$ cat config.mk
export PLATFORM = sky130hd
export DESIGN_NAME = bin2bcd_seq
export DESIGN_NICKNAME = d
export VERILOG_FILES = /design/src/rtl/bin2bcd_pkg.sv /design/src/rtl/bin2bcd_seq_bcd_adj.sv /design/src/rtl/bin2bcd_seq.sv
export SDC_FILE = /design/constraint.sdc
export NUM_CORES = 1
export LEC_CHECK = 0
export BUFFER_PORTS_ARGS = -buffer_cell sky130_fd_sc_hd__buf_2
export CAP_MARGIN = 40
export CORE_MARGIN = 2
export CORE_UTILIZATION = 45
export CTS_CLUSTER_SIZE = 16
export DETAILED_ROUTE_END_ITERATION = 10
export PLACE_DENSITY_LB_ADDON = 0.08
export SLEW_MARGIN = 20
export SYNTH_ARGS = -nofsm -noshare
export SYNTH_HDL_FRONTEND = slang
export SYNTH_SLANG_ARGS = --single-unit
$ cat constraint.sdc
create_clock -name clk -period 4.35 [get_ports clk]
set_input_delay 0 -clock clk [delete_from_list [all_inputs] [get_ports clk]]
set_output_delay 0 -clock clk [all_outputs]
set_load 0.005 [all_outputs]
$ cat src/rtl/bin2bcd_pkg.sv
// Shared definitions for the sequential binary-to-BCD converter:
// FSM state encoding, decimal limits and the add-3 correction helper.
package bin2bcd_pkg;

    typedef enum logic [1:0] {
        ST_IDLE = 2'd0,
        ST_OP   = 2'd1,
        ST_DONE = 2'd2
    } state_t;

    // Largest value representable in four decimal digits
    localparam logic [31:0] BCD_MAX = 32'd9999;

    // Number of decimal digits produced
    localparam int NDIG = 4;

    // Digits above this value get +3 before each shift
    localparam logic [3:0] ADD3_THRESH = 4'd4;

    // Double-dabble digit correction: add 3 when the digit exceeds 4.
    // Result is kept to 4 bits; a corrected digit never exceeds 12.
    function automatic logic [3:0] add3_adj(input logic [3:0] digit);
        logic [3:0] res;
        if (digit > ADD3_THRESH) begin
            res = digit + 4'd3;
        end else begin
            res = digit;
        end
        return res;
    endfunction

endpackage

$ cat src/rtl/bin2bcd_seq_bcd_adj.sv
// Combinational "add 3 if > 4" cell applied to one working BCD digit.
module bcd_adj
    import bin2bcd_pkg::*;
(
    input  logic [3:0] din,
    output logic [3:0] dout
);

    // Apply the double-dabble correction to a single digit
    always_comb begin
        dout = add3_adj(din);
    end

endmodule

$ cat src/rtl/bin2bcd_seq.sv
// Sequential binary-to-BCD converter (double dabble, one bit per cycle).
// Out-of-range inputs (> 9999) saturate to 9999 with ovf set. Published
// digits and ovf only change when a result is released, so a display
// driven from them never sees intermediate values.
module bin2bcd_seq
    import bin2bcd_pkg::*;
#(
    parameter int W    = 14,
    parameter int CBIT = 4
) (
    input  logic         clk,
    input  logic         reset,
    input  logic         start,
    input  logic [W-1:0] bin,
    output logic         ready,
    output logic         done_tick,
    output logic         ovf,
    output logic [3:0]   bcd3,
    output logic [3:0]   bcd2,
    output logic [3:0]   bcd1,
    output logic [3:0]   bcd0
);

    state_t               state_r, state_next_s;
    logic [W-1:0]         bin_r, bin_next_s;
    logic [NDIG*4-1:0]    wdig_r, wdig_next_s;
    logic [NDIG*4-1:0]    adj_s;
    logic                 wovf_r, wovf_next_s;
    logic [CBIT-1:0]      n_r, n_next_s;
    logic [NDIG*4-1:0]    bcd_r;
    logic                 ovf_r;
    logic                 ready_r;
    logic                 done_tick_r;

    // One correction cell per working digit
    for (genvar i = 0; i < NDIG; i++) begin : g_adj
        bcd_adj u_adj (
            .din  (wdig_r[i*4 +: 4]),
            .dout (adj_s[i*4 +: 4])
        );
    end

    // Next-state and working-register update logic
    always_comb begin
        state_next_s = state_r;
        bin_next_s   = bin_r;
        wdig_next_s  = wdig_r;
        wovf_next_s  = wovf_r;
        n_next_s     = n_r;
        case (state_r)
            ST_IDLE: begin
                if (start) begin
                    if (32'(bin) > BCD_MAX) begin
                        // Saturate: skip the conversion entirely
                        wdig_next_s  = {NDIG{4'd9}};
                        wovf_next_s  = 1'b1;
                        state_next_s = ST_DONE;
                    end else begin
                        bin_next_s   = bin;
                        wdig_next_s  = '0;
                        wovf_next_s  = 1'b0;
                        n_next_s     = CBIT'(W);
                        state_next_s = ST_OP;
                    end
                end else begin
                    state_next_s = ST_IDLE;
                end
            end
            ST_OP: begin
                // Corrected digits and shift register move left as one word
                {wdig_next_s, bin_next_s} = {adj_s[NDIG*4-2:0], bin_r, 1'b0};
                n_next_s = n_r - CBIT'(1);
                if (n_r == CBIT'(1)) begin
                    state_next_s = ST_DONE;
                end else begin
                    state_next_s = ST_OP;
                end
            end
            ST_DONE: begin
                state_next_s = ST_IDLE;
            end
            default: begin
                state_next_s = ST_IDLE;
            end
        endcase
    end

    // State, working registers and published outputs
    always_ff @(posedge clk) begin
        if (reset) begin
            state_r     <= ST_IDLE;
            bin_r       <= '0;
            wdig_r      <= '0;
            wovf_r      <= 1'b0;
            n_r         <= '0;
            bcd_r       <= '0;
            ovf_r       <= 1'b0;
            ready_r     <= 1'b1;
            done_tick_r <= 1'b0;
        end else begin
            state_r     <= state_next_s;
            bin_r       <= bin_next_s;
            wdig_r      <= wdig_next_s;
            wovf_r      <= wovf_next_s;
            n_r         <= n_next_s;
            ready_r     <= (state_next_s == ST_IDLE);
            done_tick_r <= (state_next_s == ST_DONE);
            // Publish on entry to done so results align with done_tick
            if (state_next_s == ST_DONE) begin
                bcd_r <= wdig_next_s;
                ovf_r <= wovf_next_s;
            end else begin
                bcd_r <= bcd_r;
                ovf_r <= ovf_r;
            end
        end
    end

    assign ready     = ready_r;
    assign done_tick = done_tick_r;
    assign ovf       = ovf_r;
    assign bcd3      = bcd_r[15:12];
    assign bcd2      = bcd_r[11:8];
    assign bcd1      = bcd_r[7:4];
    assign bcd0      = bcd_r[3:0];

endmodule

==> results.md, run 1 <==
- The remaining number of nets flagged by the antenna check after routing is 0.
- In the final routed layout, each cell accounts on average for 15.6 µm.
- Setup repair after global routing left no endpoint under its margin.
- The post-cts hold buffer count is 10.
- The hold-critical path endpoint is bin_r[12]$_SDFFE_PP0P_.
- The finished cells cover 0.00308 mm².
- For this run, the slowest stage of the critical path takes 0.45 ns.
- The number of flops mapped to enable cells by yosys is 0.
- The via count is 2404.
- At the placement stage, the worst setup path has a slack of 1.92 ns.
- After clock tree synthesis, the clock-pin slew on the worst setup and hold paths is 0.10 ns.
- The number of search-and-repair iterations in the first detailed-routing pass is 4.
- Setup slack closes at 2.17 ns.
- In the global route stage, met1 resource usage came out at 29.9%.
- The routed wire length is 6530 µm.
- The die extent in y is 80.7 µm.
- The category of the critical setup timing path is reg -> reg.
- STA classifies the critical path startpoint as a flop.
- The number of hold violations in the final report is 0.
- The cell count after placement is 399.
- For this run, the leading register cell type out of synthesis is dfxtp_1.
- The number of placed I/O pins is 36.
- The area share of the leading cell type in the synthesized netlist is 42.3%.
- The number of buffer cells added on primary ports is 35.
- The area inside the core boundary is 0.00561 mm².
- Of all flip-flops after synthesis, the portion carrying an async set or reset was 0%.
- The most repeated cell in the gate-level netlist after synthesis is dfxtp_1.
- The number of synthesized register bits is 56.
- The relative slew slack is 48.4%.
- The number of nets in the finished design is 368.
- The number of antenna violations at the first check in global routing is 0.
- The count of yosys warnings during synthesis is 0.
- The number of diodes is 0.
- The critical path goes through nand2b_1 -> buf_4 -> o21ai_1 -> buf_4 -> or3b_2 -> a21oi_1.
- The later pin in the worst-skew pair is clocked with a latency of 0.31 ns.
- Across all register-to-register paths, the minimum setup slack is 2.17 ns.
- The cell depth of the worst min-delay path is 3.
- The final routed DRC violation total is 0.
- The clock root buffer is clkbuf_8.
- The period utilization is 50.0%.
- The worst setup path is captured at a flop.
- The iteration-0 DRC count of the detailed router is 147.
- The number of global-route vias before repair is 2271.
- The first-pass GRT wire length is 10800 µm.
- The most common cell type on the critical path is buf_4.
- Derived from the worst setup path, the maximum achievable clock frequency is 460 MHz.
- The required time of the critical path is 4.59 ns.
- met2 is the most crowded layer.
- In this run the static leakage power is 1.20 nW.
- The row count is 27.
- The number of setup buffers added after CTS is 0.
- The maximum clock insertion buffer count is 2.
- By count the netlist is led by 56 x dfxtp_1, 33 x nor2_1, 31 x nand2_1.
- The total overflow reported by the global router is 0.
- The post-placement cell area is 0.00288 mm².
- The routed design could run at a clock period as short as 2.18 ns.
- The dominant cell type by area after synthesis is dfxtp_1.
- In the final layout, the share of cells above drive strength 1 is 20.5%.
- The final max-slew violation count is 0.
- For the worst setup path, the data arrival time is 2.42 ns.
- In this run the horizontal extent of the chip is 80.7 µm.
- Sorting the synthesized cells by area gives the leading types as dfxtp_1 42%, nor2_1 4.7%, nand2_1 4.4%.
- The starting utilization of the core area is 47.2%.
- The flow ran to the end, and the final reports show no timing, DRC or antenna violations.
- The H-tree was split into 2 levels.
- The post-cts repair resize count is 0.
- The final weighted congestion of routability-driven global placement is 0.778.
- The number of unique standard cell types used by synthesis is 45.
- Clock skew on the completed layout was measured at 0.00767 ns.
- For this design, the sink count on the clock tree is 56.
- The worst hold path startpoint is bin[12].
- The wire-length estimate of the detail-placed layout is 4330 µm.
- In this run, CTS created clock tree buffers numbering 5.
- The maximum number of pins on one net before global-route repair is 35.
- The classification of the worst-slack hold path is in -> reg.
- The worst-path cell with the longest stage delay is dfxtp_1.
- Leaving out filler cells and counting taps, the final layout contains 418.
- The number of nets handed over by synthesis was 330.
- The global routing usage on met3 is 3.37%.
- After technology mapping, the gate count stands at 307.
- The synthesized netlist occupies a cell area of 0.00265 mm².
- TritonCTS built the clock tree.
- Sequential cells were found to cover 42.3% of the synthesized design area.
- In this run the critical register-to-register path is launched from state_r[1]$_SDFF_PP0_.
- Setup violations remaining at the end of the flow were counted as 0.
- The power per cell area is 359 mW/mm².
- The average cell area after synthesis is 8.62 µm².
- The number of violations of the max-capacitance limit is 0.
- The via density per instance is 5.75.
- Relative to the synthesized area, the layout overhead comes to 16.4%.
- The highest net fanout along the worst path is 19.
- The worst ir drop on vdd is 0.231 mV.
- The floorplan die area is 0.00651 mm².
- The worst register-to-register path ends at bin_r[0]$_SDFFE_PP0P_.
- The overall fraction of global-route tracks in use is 21.0%.
- The aggregate negative setup slack is 0 ns.
- The transition at the pin with the smallest max-transition slack is 0.771 ns.
- The depth of the worst register-to-register path is 6.
- Global routing used 32.3% of the available met2 tracks.
[registers in the layout, summed over array words and instances, names as in the netlist]
| name | count |
|---|---|
| n_r | 4 |
| wdig_r | 16 |
| ready | 1 |
| ovf | 1 |
| done_tick | 1 |
| wovf_r | 1 |
| bcd_r | 16 |
| bin_r | 14 |
| state_r | 2 |
[cells by family (layout without fill, tap and decap cells)]
kind of cell	count (synthesis)	after routing	share of synthesized area (%)
flops	56	56	42.3
mux	4	4	1.65
compound gates	92	92	26.7
buf+inv	36	75	6.00
simple gates	113	113	20.4
fa+ha+maj	6	6	2.84
[stage by stage]
step	utilization (%)	power [mW]	hold WS, ns
finish	55.0	1.11	0.00939
global route	55.0	1.17	0.0265
CTS	54.8	1.11	0.00286
detailed placement	51.4	0.815	0.250
global placement	50.5	0.806	0.256
floorplan	-	0.749	0.140
[worst max-delay path by stage]
stage                                     start                     end  slack, ns  cells after the start
after floorplan             n_r[0]$_SDFFE_PP0P_  bcd_r[10]$_SDFFE_PP0N_       2.47                      6
after CTS                   n_r[0]$_SDFFE_PP0P_   bcd_r[7]$_SDFFE_PP0N_       1.90                      5
after global routing      state_r[1]$_SDFF_PP0_   bin_r[0]$_SDFFE_PP0P_       1.98                      6
after global placement      n_r[0]$_SDFFE_PP0P_   bcd_r[3]$_SDFFE_PP0N_       1.96                      5
final                     state_r[1]$_SDFF_PP0_   bin_r[0]$_SDFFE_PP0P_       2.17                      6
after detailed placement    n_r[0]$_SDFFE_PP0P_   bcd_r[7]$_SDFFE_PP0N_       1.92                      5
[power breakdown]
| part | switching, mW | internal (mW) |
|---|---|---|
| Clock | 0.169 | 0.128 |
| Combinational | 0.126 | 0.0951 |
| Sequential | 0.0319 | 0.559 |
[cells in the final DEF, fill, tap and decap left out, drive strengths merged, types with 4 or more instances in the layout]
cell type and n:
ha 6, o21ai 19, or3 6, clkbuf 6, nor4 4, nor3 17, buf 43, nor2 33
dfxtp 56, a221oi 13, a311oi 13, nand2 31, inv 14, nor2b 5, a22oi 5, a32oi 6
dlygate4sd3 10, a21oi 16, a31oi 5, a211oi 4, nand3 4
[layout make-up]
cell class	instances	area [µm²]
timing repair buffer	53	355
tap	72	90.1
fill	559	2530
inverter	14	52.6
clock buffer	6	82.6
multi-input combinational	215	1370
sequential	56	1120
clock inverter	2	10.0
[metal layers]
metal	wire length, µm	up-vias
met5	0	-
met4	101	0
met3	239	11
met2	2940	49
met1	3260	1143
li1	-	1201
[critical path: cells and delay by family, from the launching register on]
family          cells  cell delay, ns
compound gates      2            0.34
buf+inv             2            0.57
flops               1            0.45
simple gates        2            0.75
No activity file was read; power rests on OpenSTA's default activity.
==> run 2: changes to the inputs <==
--- a/config.mk
+++ b/config.mk
@@ -5,6 +5,7 @@
 export SDC_FILE = /design/constraint.sdc
 export NUM_CORES = 1
 export LEC_CHECK = 0
+export ABC_AREA = 1
 export BUFFER_PORTS_ARGS = -buffer_cell sky130_fd_sc_hd__buf_2
 export CAP_MARGIN = 40
 export CORE_MARGIN = 2
==> constraint.sdc (replaced) <==
create_clock -name clk -period 2.2 [get_ports clk]
set_input_delay 0 -clock clk [delete_from_list [all_inputs] [get_ports clk]]
set_output_delay 0 -clock clk [all_outputs]
set_load 0.005 [all_outputs]
==> run 2 against run 1 <==
  * Setup slack worse by 1.6 ns
  * Core utilization down 3.0 points
  * Combinational power up 91%
  * Clock-buffer cell count down 1
  * Flip-flop and latch count unchanged
  * Fmax up 30%
  * Sequential share of layout area up 0.48 points
  * Sequential power up 93%
  * First-iteration DRC count down 39%
  * Critical endpoint is now bcd_r[9]$_SDFFE_PP0N_
  * Largest cell class unchanged
==> results.md, run 2 <==
- Status: completed (unchanged).
- Largest cells by area after synthesis: dfxtp_1 42%, nand2_1 13%, nor2_1 9.1% (was dfxtp_1 42%, nor2_1 4.7%, nand2_1 4.4%).
- The final routed DRC violation total was 0 (unchanged).
- The post-detailed-route wirelength per cell is 11.8 µm (was 15.6 µm).
- The number of buffer cells added on primary ports was 35 (unchanged).
- The final max-slew violation count is 0 (unchanged).
- The layout-stage area growth over the synthesis result is 13.1% (was 16.4%).
- The endpoint class of the critical path is a flop (unchanged).
- The CTS H-tree depth is 2 (unchanged).
- The clock root buffer is clkbuf_8 (unchanged).
- The number of cells produced by synthesis was 394 (was 307).
- The worst hold path startpoint is bin[7] (was bin[12]).
- The required time of the critical path is 2.44 ns (was 4.59 ns).
- The fraction of the core area covered by cells at the end of the flow is 52.0% (was 55.0%).
- The highest clock rate is 600 MHz (was 460 MHz).
- The cell depth of the worst min-delay path is 6 (was 3).
- The iteration-0 DRC count of the detailed router is 89 (was 147).
- The met2 wire length came to 2600 µm (was 2940 µm).
- The startpoint kind of the worst setup timing path is a flop (unchanged).
- The setup slack of the worst register-to-register path is 0.53 ns (was 2.17 ns).
- The reg-to-reg endpoint was bcd_r[9]$_SDFFE_PP0N_ (was bin_r[0]$_SDFFE_PP0P_).
- The number of nets in the finished design is 449 (was 368).
- The arrival time at the worst endpoint is 1.91 ns (was 2.42 ns).
- The most repeated cell in the gate-level netlist after synthesis is nand2_1 (was dfxtp_1).
- Worst path cell trace: inv_2 -> nor2_2 -> buf_4 -> inv_2 -> a21oi_2 -> o21ai_1 -> o21ai_1 -> inv_1 -> a21oi_1 (was nand2b_1 -> buf_4 -> o21ai_1 -> buf_4 -> or3b_2 -> a21oi_1).
- The detailed-route wire length on metal 1 was 3040 µm (was 3260 µm).
- The classification of the worst-slack hold path is in -> reg (unchanged).
- The remaining number of nets flagged by the antenna check after routing is 0 (unchanged).
- The uppermost metal layer occupied by signal nets is met4 (unchanged).
- The via count is 2459 (was 2404).
- The TritonCTS clock tree is yes (unchanged).
- The post-route non-filler standard cell count is 502 (was 418).
- The routed length on met3 is 203 µm (was 239 µm).
- The area inside the core boundary is 0.00585 mm² (was 0.00561 mm²).
- The shortest clock period the worst path allows after layout is 1.67 ns (was 2.18 ns).
- The post-cts repair resize count is 0 (unchanged).
- The relative slew slack came to 64.8% (was 48.4%).
- The number of flops mapped to enable cells by yosys is 0 (unchanged).
- The die extent in y is 81.3 µm (was 80.7 µm).
- The hold-critical path endpoint was bin_r[7]$_SDFFE_PP0P_ (was bin_r[12]$_SDFFE_PP0P_).
- The number of antenna violations at the first check in global routing came to 0 (unchanged).
- The number of hold violations in the final report is 0 (unchanged).
- The number of placed I/O pins is 36 (unchanged).
- The most common library cell in the layout ignoring fill and taps is nand2_1 (was dfxtp_1).
- The post-CTS setup buffer count was 0 (unchanged).
- The area share of the leading cell type in the synthesized netlist was 41.7% (was 42.3%).
- The maximum single-stage delay on the critical path is 0.37 ns (was 0.45 ns).
- The cell count after placement came to 493 (was 399).
- The number of search-and-repair iterations in the first detailed-routing pass was 4 (unchanged).
- The source-to-sink clock delay at the later pin of the worst-skew pair came to 0.31 ns (about the same).
- The setup clock skew after layout is 0.00470 ns (was 0.00767 ns).
- The share of post-route cells with drive strength above 1 was 15.2% (was 20.5%).
- The number of sinks handled by clock tree synthesis came to 56 (unchanged).
- The starting utilization of the core area came to 46.0% (was 47.2%).
- The power per cell area is 739 mW/mm² (was 359 mW/mm²).
- The number of unique standard cell types used by synthesis was 28 (was 45).
- The total overflow reported by the global router came to 0 (unchanged).
- The total clock buffers created by CTS is 5 (unchanged).
- The number of violations of the max-capacitance limit was 0 (unchanged).
- The clock-pin transition on the worst setup and hold timing paths was 0.10 ns (about the same).
- The post-detailed-placement half-perimeter wirelength came to 4010 µm (was 4330 µm).
- The dominant cell type by area after synthesis is dfxtp_1 (unchanged).
- The post-cts hold buffer count was 1 (was 10).
- RSZ-0062 raised after global routing: false (unchanged).
- The setup violation total in the final timing report came to 0 (unchanged).
- The number of global-route vias before repair is 2108 (was 2271).
- The count of yosys warnings during synthesis was 0 (unchanged).
- The worst ir drop on vdd came to 0.337 mV (was 0.231 mV).
- The worst-path cell with the longest stage delay is dfxtp_1 (unchanged).
- The floorplan die area is 0.00661 mm² (was 0.00651 mm²).
- The overall fraction of global-route tracks in use was 19.0% (was 21.0%).
- The most instantiated flip-flop cell in the synthesis netlist was dfxtp_1 (unchanged).
- Largest registers: bcd_r (16), wdig_r (16), bin_r (14) (unchanged).
- The row count is 28 (was 27).
- The maximum clock insertion buffer count is 2 (unchanged).
- The routed wire length is 5910 µm (was 6530 µm).
- The highest net fanout along the worst path is 28 (was 19).
- The final weighted congestion of routability-driven global placement is 0.807 (was 0.778).
- The aggregate negative setup slack is 0 ns (unchanged).
- The first-pass GRT wire length is 9710 µm (was 10800 µm).
- Commonest cells in the netlist: 92 x nand2_1, 65 x nor2_1, 56 x dfxtp_1 (was 56 x dfxtp_1, 33 x nor2_1, 31 x nand2_1).
- The horizontal die dimension is 81.3 µm (was 80.7 µm).
- The category of the critical setup timing path is reg -> reg (unchanged).
- The static leakage is 1.47 nW (was 1.20 nW).
- The average cell area after synthesis is 6.82 µm² (was 8.62 µm²).
- The sequential area share after synthesis is 41.7% (was 42.3%).
- The post-synthesis instance area is 0.00269 mm² (was 0.00265 mm²).
- The period utilization was 75.8% (was 50.0%).
- The number of diodes is 0 (unchanged).
- The depth of the worst register-to-register path is 9 (was 6).
- The post-synth net total was 417 (was 330).
- The async set-or-reset flop fraction in the synthesized netlist is 0% (unchanged).
- The number of synthesized register bits is 56 (unchanged).
- Most frequent cells in the layout: 92 x nand2_1, 65 x nor2_1, 56 x dfxtp_1 (was 56 x dfxtp_1, 35 x buf_2, 33 x nor2_1).
- The via density per instance came to 4.90 (was 5.75).
- The startpoint of the worst-slack reg-to-reg timing path is state_r[0]$_SDFF_PP0_ (was state_r[1]$_SDFF_PP0_).
- The maximum number of pins on one net before global-route repair came to 29 (was 35).
- The transition at the pin with the smallest max-transition slack was 0.527 ns (was 0.771 ns).
run 2: through the flow:
stage	power (mW)	area (µm²)	hold WS (ns)	setup WS [ns]
floorplan	1.47	2690	0.147	0.925
global placement	1.58	2920	0.275	0.567
detailed placement	1.59	2920	0.276	0.553
CTS	2.27	3040	0.0927	0.524
global route	2.37	3040	0.120	0.345
finish	2.25	3040	0.0971	0.532
run 2: cell families after synthesis:
group / after synthesis / synth area share, %
adders and majority gates: 6 / 2.79
AOI/OAI and AO/OA: 75 / 15.1
buffers and inverters: 64 / 9.91
and+or+nand+nor: 193 / 30.5
DFF: 56 / 41.7
run 2: metal layers:
metal / track usage, % / up-vias
li1: - / 1312
met1: 25.7 / 1105
met2: 30.0 / 38
met3: 3.89 / 4
met4: 6.44 / 0
met5: 0 / -
run 2: layout make-up:
class | instances | area [µm²]
inverter | 45 | 169
sequential | 56 | 1120
clock buffer | 5 | 68.8
fill | 597 | 2810
timing repair buffer | 44 | 245
multi-input combinational | 274 | 1300
clock inverter | 3 | 42.5
tap | 75 | 93.8
run 2: where the power goes:
group / internal, mW / switching [mW]
Combinational: 0.159 / 0.263
Sequential: 1.10 / 0.0461
Clock: 0.338 / 0.345
run 2: worst max-delay path, delay by kind of cell, from the launching register on:
kind	cells	cell delay, ns
buffers and inverters	4	0.68
AO/OA/AOI/OAI	4	0.45
flip-flops	1	0.37
AND/OR/NAND/NOR	1	0.09
run 2: worst max path at each step:
| stage | startpoint | to | slack [ns] | cells past startpoint |
|---|---|---|---|---|
| detailed placement | state_r[0]$_SDFF_PP0_ | bcd_r[9]$_SDFFE_PP0N_ | 0.55 | 9 |
| floorplan | wdig_r[0]$_SDFF_PP0_ | bcd_r[2]$_SDFFE_PP0N_ | 0.93 | 10 |
| global route | state_r[0]$_SDFF_PP0_ | bcd_r[9]$_SDFFE_PP0N_ | 0.35 | 9 |
| finish | state_r[0]$_SDFF_PP0_ | bcd_r[9]$_SDFFE_PP0N_ | 0.53 | 9 |
| global placement | state_r[0]$_SDFF_PP0_ | bcd_r[3]$_SDFFE_PP0N_ | 0.57 | 9 |
| CTS | state_r[0]$_SDFF_PP0_ | bcd_r[9]$_SDFFE_PP0N_ | 0.52 | 9 |
==> run 3: changes to the inputs <==
==> constraint.sdc (replaced) <==
create_clock -name clk -period 1.7 [get_ports clk]
set_input_delay 0 -clock clk [delete_from_list [all_inputs] [get_ports clk]]
set_output_delay 0 -clock clk [all_outputs]
set_load 0.005 [all_outputs]
==> run 3 against run 2 <==
  * Final area rose by 0.41%
  * Hold slack got worse by 0.015 ns
  * Critical path depth rose by 1
  * Fmax rose by 11%
  * Register-to-register slack got worse by 0.33 ns
  * First-iteration DRC count rose by 120%
==> results.md, run 3 (synthesis gave the netlist of run 2 again) <==
- Status: completed (unchanged).
- RSZ-0062 raised after global routing: false (unchanged).
- By instance count, the cell type seen most on the critical path is nand2_1.
- The period utilization is 88.2% (was 75.8%).
- The number of diodes is 0 (unchanged).
- The via density per instance is 4.86 (was 4.90).
- The shortest clock period the worst path allows after layout is 1.50 ns (was 1.67 ns).
- The relative slew slack is 72.3% (was 64.8%).
- The area inside the core boundary was 0.00585 mm² (unchanged).
- The final weighted congestion of routability-driven global placement is 0.792 (was 0.807).
- The iteration-0 DRC count of the detailed router is 195 (was 89).
- The worst-path cell with the longest stage delay is dfxtp_1 (unchanged).
- The highest clock rate is 667 MHz (was 600 MHz).
- The destination of the critical timing path is bcd_r[3]$_SDFFE_PP0N_ (was bcd_r[9]$_SDFFE_PP0N_).
- The endpoint class of the critical path is a flop (unchanged).
- The post-placement cell area is 0.00295 mm² (was 0.00292 mm²).
- The final routed DRC violation total is 0 (unchanged).
- The number of hold violations in the final report is 0 (unchanged).
- The power per cell area came to 909 mW/mm² (was 739 mW/mm²).
- Largest registers: bcd_r (16), wdig_r (16), bin_r (14) (unchanged).
- The starting utilization of the core area is 46.0% (unchanged).
- The transition at the pin with the smallest max-transition slack is 0.416 ns (was 0.527 ns).
- The final max-slew violation count is 0 (unchanged).
- The die extent in y came to 81.3 µm (unchanged).
- The beginning of the critical path was wdig_r[0]$_SDFF_PP0_ (was state_r[0]$_SDFF_PP0_).
- The floorplan die area is 0.00661 mm² (unchanged).
- The via count came to 2460 (was 2459).
- The highest net fanout along the worst path was 5 (was 28).
- The clock-pin transition on the worst setup and hold timing paths is 0.09 ns (was 0.10 ns).
- The maximum clock insertion buffer count was 2 (unchanged).
- The CTS H-tree depth is 2 (unchanged).
- The routed wire length is 5790 µm (was 5910 µm).
- The maximum single-stage delay on the critical path is 0.42 ns (was 0.37 ns).
- The source-to-sink clock delay at the later pin of the worst-skew pair came to 0.31 ns (about the same).
- The post-detailed-route wirelength per cell is 11.4 µm (was 11.8 µm).
- The number of global-route vias before repair is 2185 (was 2108).
- The fraction of the core area covered by cells at the end of the flow was 52.2% (was 52.0%).
- Most frequent cells in the layout: 92 x nand2_1, 65 x nor2_1, 56 x dfxtp_1 (unchanged).
- The share of post-route cells with drive strength above 1 came to 15.8% (was 15.2%).
- The category of the critical setup timing path is reg -> reg (unchanged).
- The worst ir drop on vdd was 0.468 mV (was 0.337 mV).
- The setup violation total in the final timing report is 0 (unchanged).
- The total clock buffers created by CTS came to 5 (unchanged).
- The maximum number of pins on one net before global-route repair was 32 (was 29).
- The number of nets in the finished design is 453 (was 449).
- The static leakage is 1.48 nW (was 1.47 nW).
- The required time of the critical path was 1.91 ns (was 2.44 ns).
- The first-pass GRT wire length came to 9850 µm (was 9710 µm).
- The number of violations of the max-capacitance limit is 0 (unchanged).
- The number of antenna violations at the first check in global routing was 0 (unchanged).
- The arrival time at the worst endpoint is 1.71 ns (was 1.91 ns).
- The reg-to-reg endpoint is bcd_r[3]$_SDFFE_PP0N_ (was bcd_r[9]$_SDFFE_PP0N_).
- The cell count after placement is 497 (was 493).
- The aggregate negative setup slack is 0 ns (unchanged).
- The startpoint kind of the worst setup timing path is a flop (unchanged).
- The number of buffer cells added on primary ports is 35 (unchanged).
- The post-detailed-placement half-perimeter wirelength is 3910 µm (was 4010 µm).
- The TritonCTS clock tree is yes (unchanged).
- The number of placed I/O pins is 36 (unchanged).
- The depth of the worst register-to-register path is 10 (was 9).
- The horizontal die dimension is 81.3 µm (unchanged).
- The filler cell count in the final layout was 600 (was 597).
- The row count is 28 (unchanged).
- The final instance area is 0.00305 mm² (was 0.00304 mm²).
- The setup slack of the worst register-to-register path is 0.20 ns (was 0.53 ns).
- Worst path cell trace: inv_1 -> ha_1 -> inv_1 -> nand2_1 -> nand2_1 -> nor3_2 -> a21oi_1 -> nand3_1 -> nand2_1 -> nor2_1 (was inv_2 -> nor2_2 -> buf_4 -> inv_2 -> a21oi_2 -> o21ai_1 -> o21ai_1 -> inv_1 -> a21oi_1).
- The setup clock skew after layout came to 0.00634 ns (was 0.00470 ns).
- The post-route non-filler standard cell count came to 506 (was 502).
- The remaining number of nets flagged by the antenna check after routing is 0 (unchanged).
- The number of search-and-repair iterations in the first detailed-routing pass is 4 (unchanged).
- The total overflow reported by the global router was 0 (unchanged).
- The classification of the worst-slack hold path is in -> reg (unchanged).
- The overall fraction of global-route tracks in use is 19.1% (was 19.0%).
- The most common library cell in the layout ignoring fill and taps is nand2_1 (unchanged).
- The number of sinks handled by clock tree synthesis is 56 (unchanged).
- The startpoint of the worst-slack reg-to-reg timing path is wdig_r[0]$_SDFF_PP0_ (was state_r[0]$_SDFF_PP0_).
- The clock root buffer is clkbuf_8 (unchanged).
- The layout-stage area growth over the synthesis result is 13.6% (was 13.1%).
run 3: cell types whose count changed in the layout (fill, tap and decap cells not counted):
cell | before | now
bufinv_16 | 1 | 0
clkinvlp_4 | 1 | 0
a21oi_1 | 31 | 30
clkinv_2 | 1 | 0
clkbuf_1 | 0 | 2
clkbuf_8 | 5 | 6
buf_4 | 8 | 12
a21oi_2 | 4 | 5
run 3: area by class of cell:
class	instances	area (µm²)	share of cell area, %
multi-input cells	274	1310	42.7
flip-flops and latches	56	1120	36.7
repair buffers	48	275	9.01
inverters	45	169	5.53
well taps	75	93.8	3.07
clock buffers	8	90.1	2.95
run 3: metal layers:
layer	global-route usage (%)	share of wire, %	up-vias
met2	29.8	43	45
met4	5.93	1.2	0
li1	-	-	1315
met3	3.89	3.9	7
met1	26.4	52	1093
met5	0	0	-
run 3: where the power goes:
group	switching, mW	internal [mW]
registers	0.0565	1.42
clock network	0.404	0.333
logic	0.343	0.219
total	0.804	1.97
run 3: worst max-delay path: cells and delay by family, from the launching register on:
family                   cells  cell delay, ns
AND/OR/NAND/NOR              6            0.44
flip-flops                   1            0.42
adder cells (fa/ha/maj)      1            0.24
AO/OA/AOI/OAI                1            0.18
buffers and inverters        2            0.12
run 3: what timing repair did:
action / in CTS / in global routing
setup buffers: 0 / 0
gates resized for setup: 0 / 1
hold buffers: 1 / 0
setup endpoints to repair: 0 / 1
endpoints found under the hold margin: 1 / 0
run 3: how the worst min path moves through the flow:
stage                             to  depth (start not counted)   start  slack, ns
2_1_floorplan  bin_r[0]$_SDFFE_PP0P_                          2  bin[0]       0.15
3_3_place_gp   bin_r[0]$_SDFFE_PP0P_                          3  bin[0]       0.27
3_5_place_dp   bin_r[0]$_SDFFE_PP0P_                          3  bin[0]       0.26
5_1_grt        bin_r[1]$_SDFFE_PP0P_                          6  bin[1]       0.09
4_1_cts        bin_r[1]$_SDFFE_PP0P_                          6  bin[1]       0.07
6_report       bin_r[2]$_SDFFE_PP0P_                          6  bin[2]       0.08
run 3: through the flow:
stage          setup slack (ns)  total power [mW]  hold slack (ns)
2_1_floorplan             0.425              1.91            0.147
4_1_cts                   0.140              2.81           0.0724
3_3_place_gp              0.150              2.06            0.267
6_report                  0.200              2.78           0.0821
3_5_place_dp              0.157              2.07            0.265
5_1_grt                  0.0126              2.96           0.0856
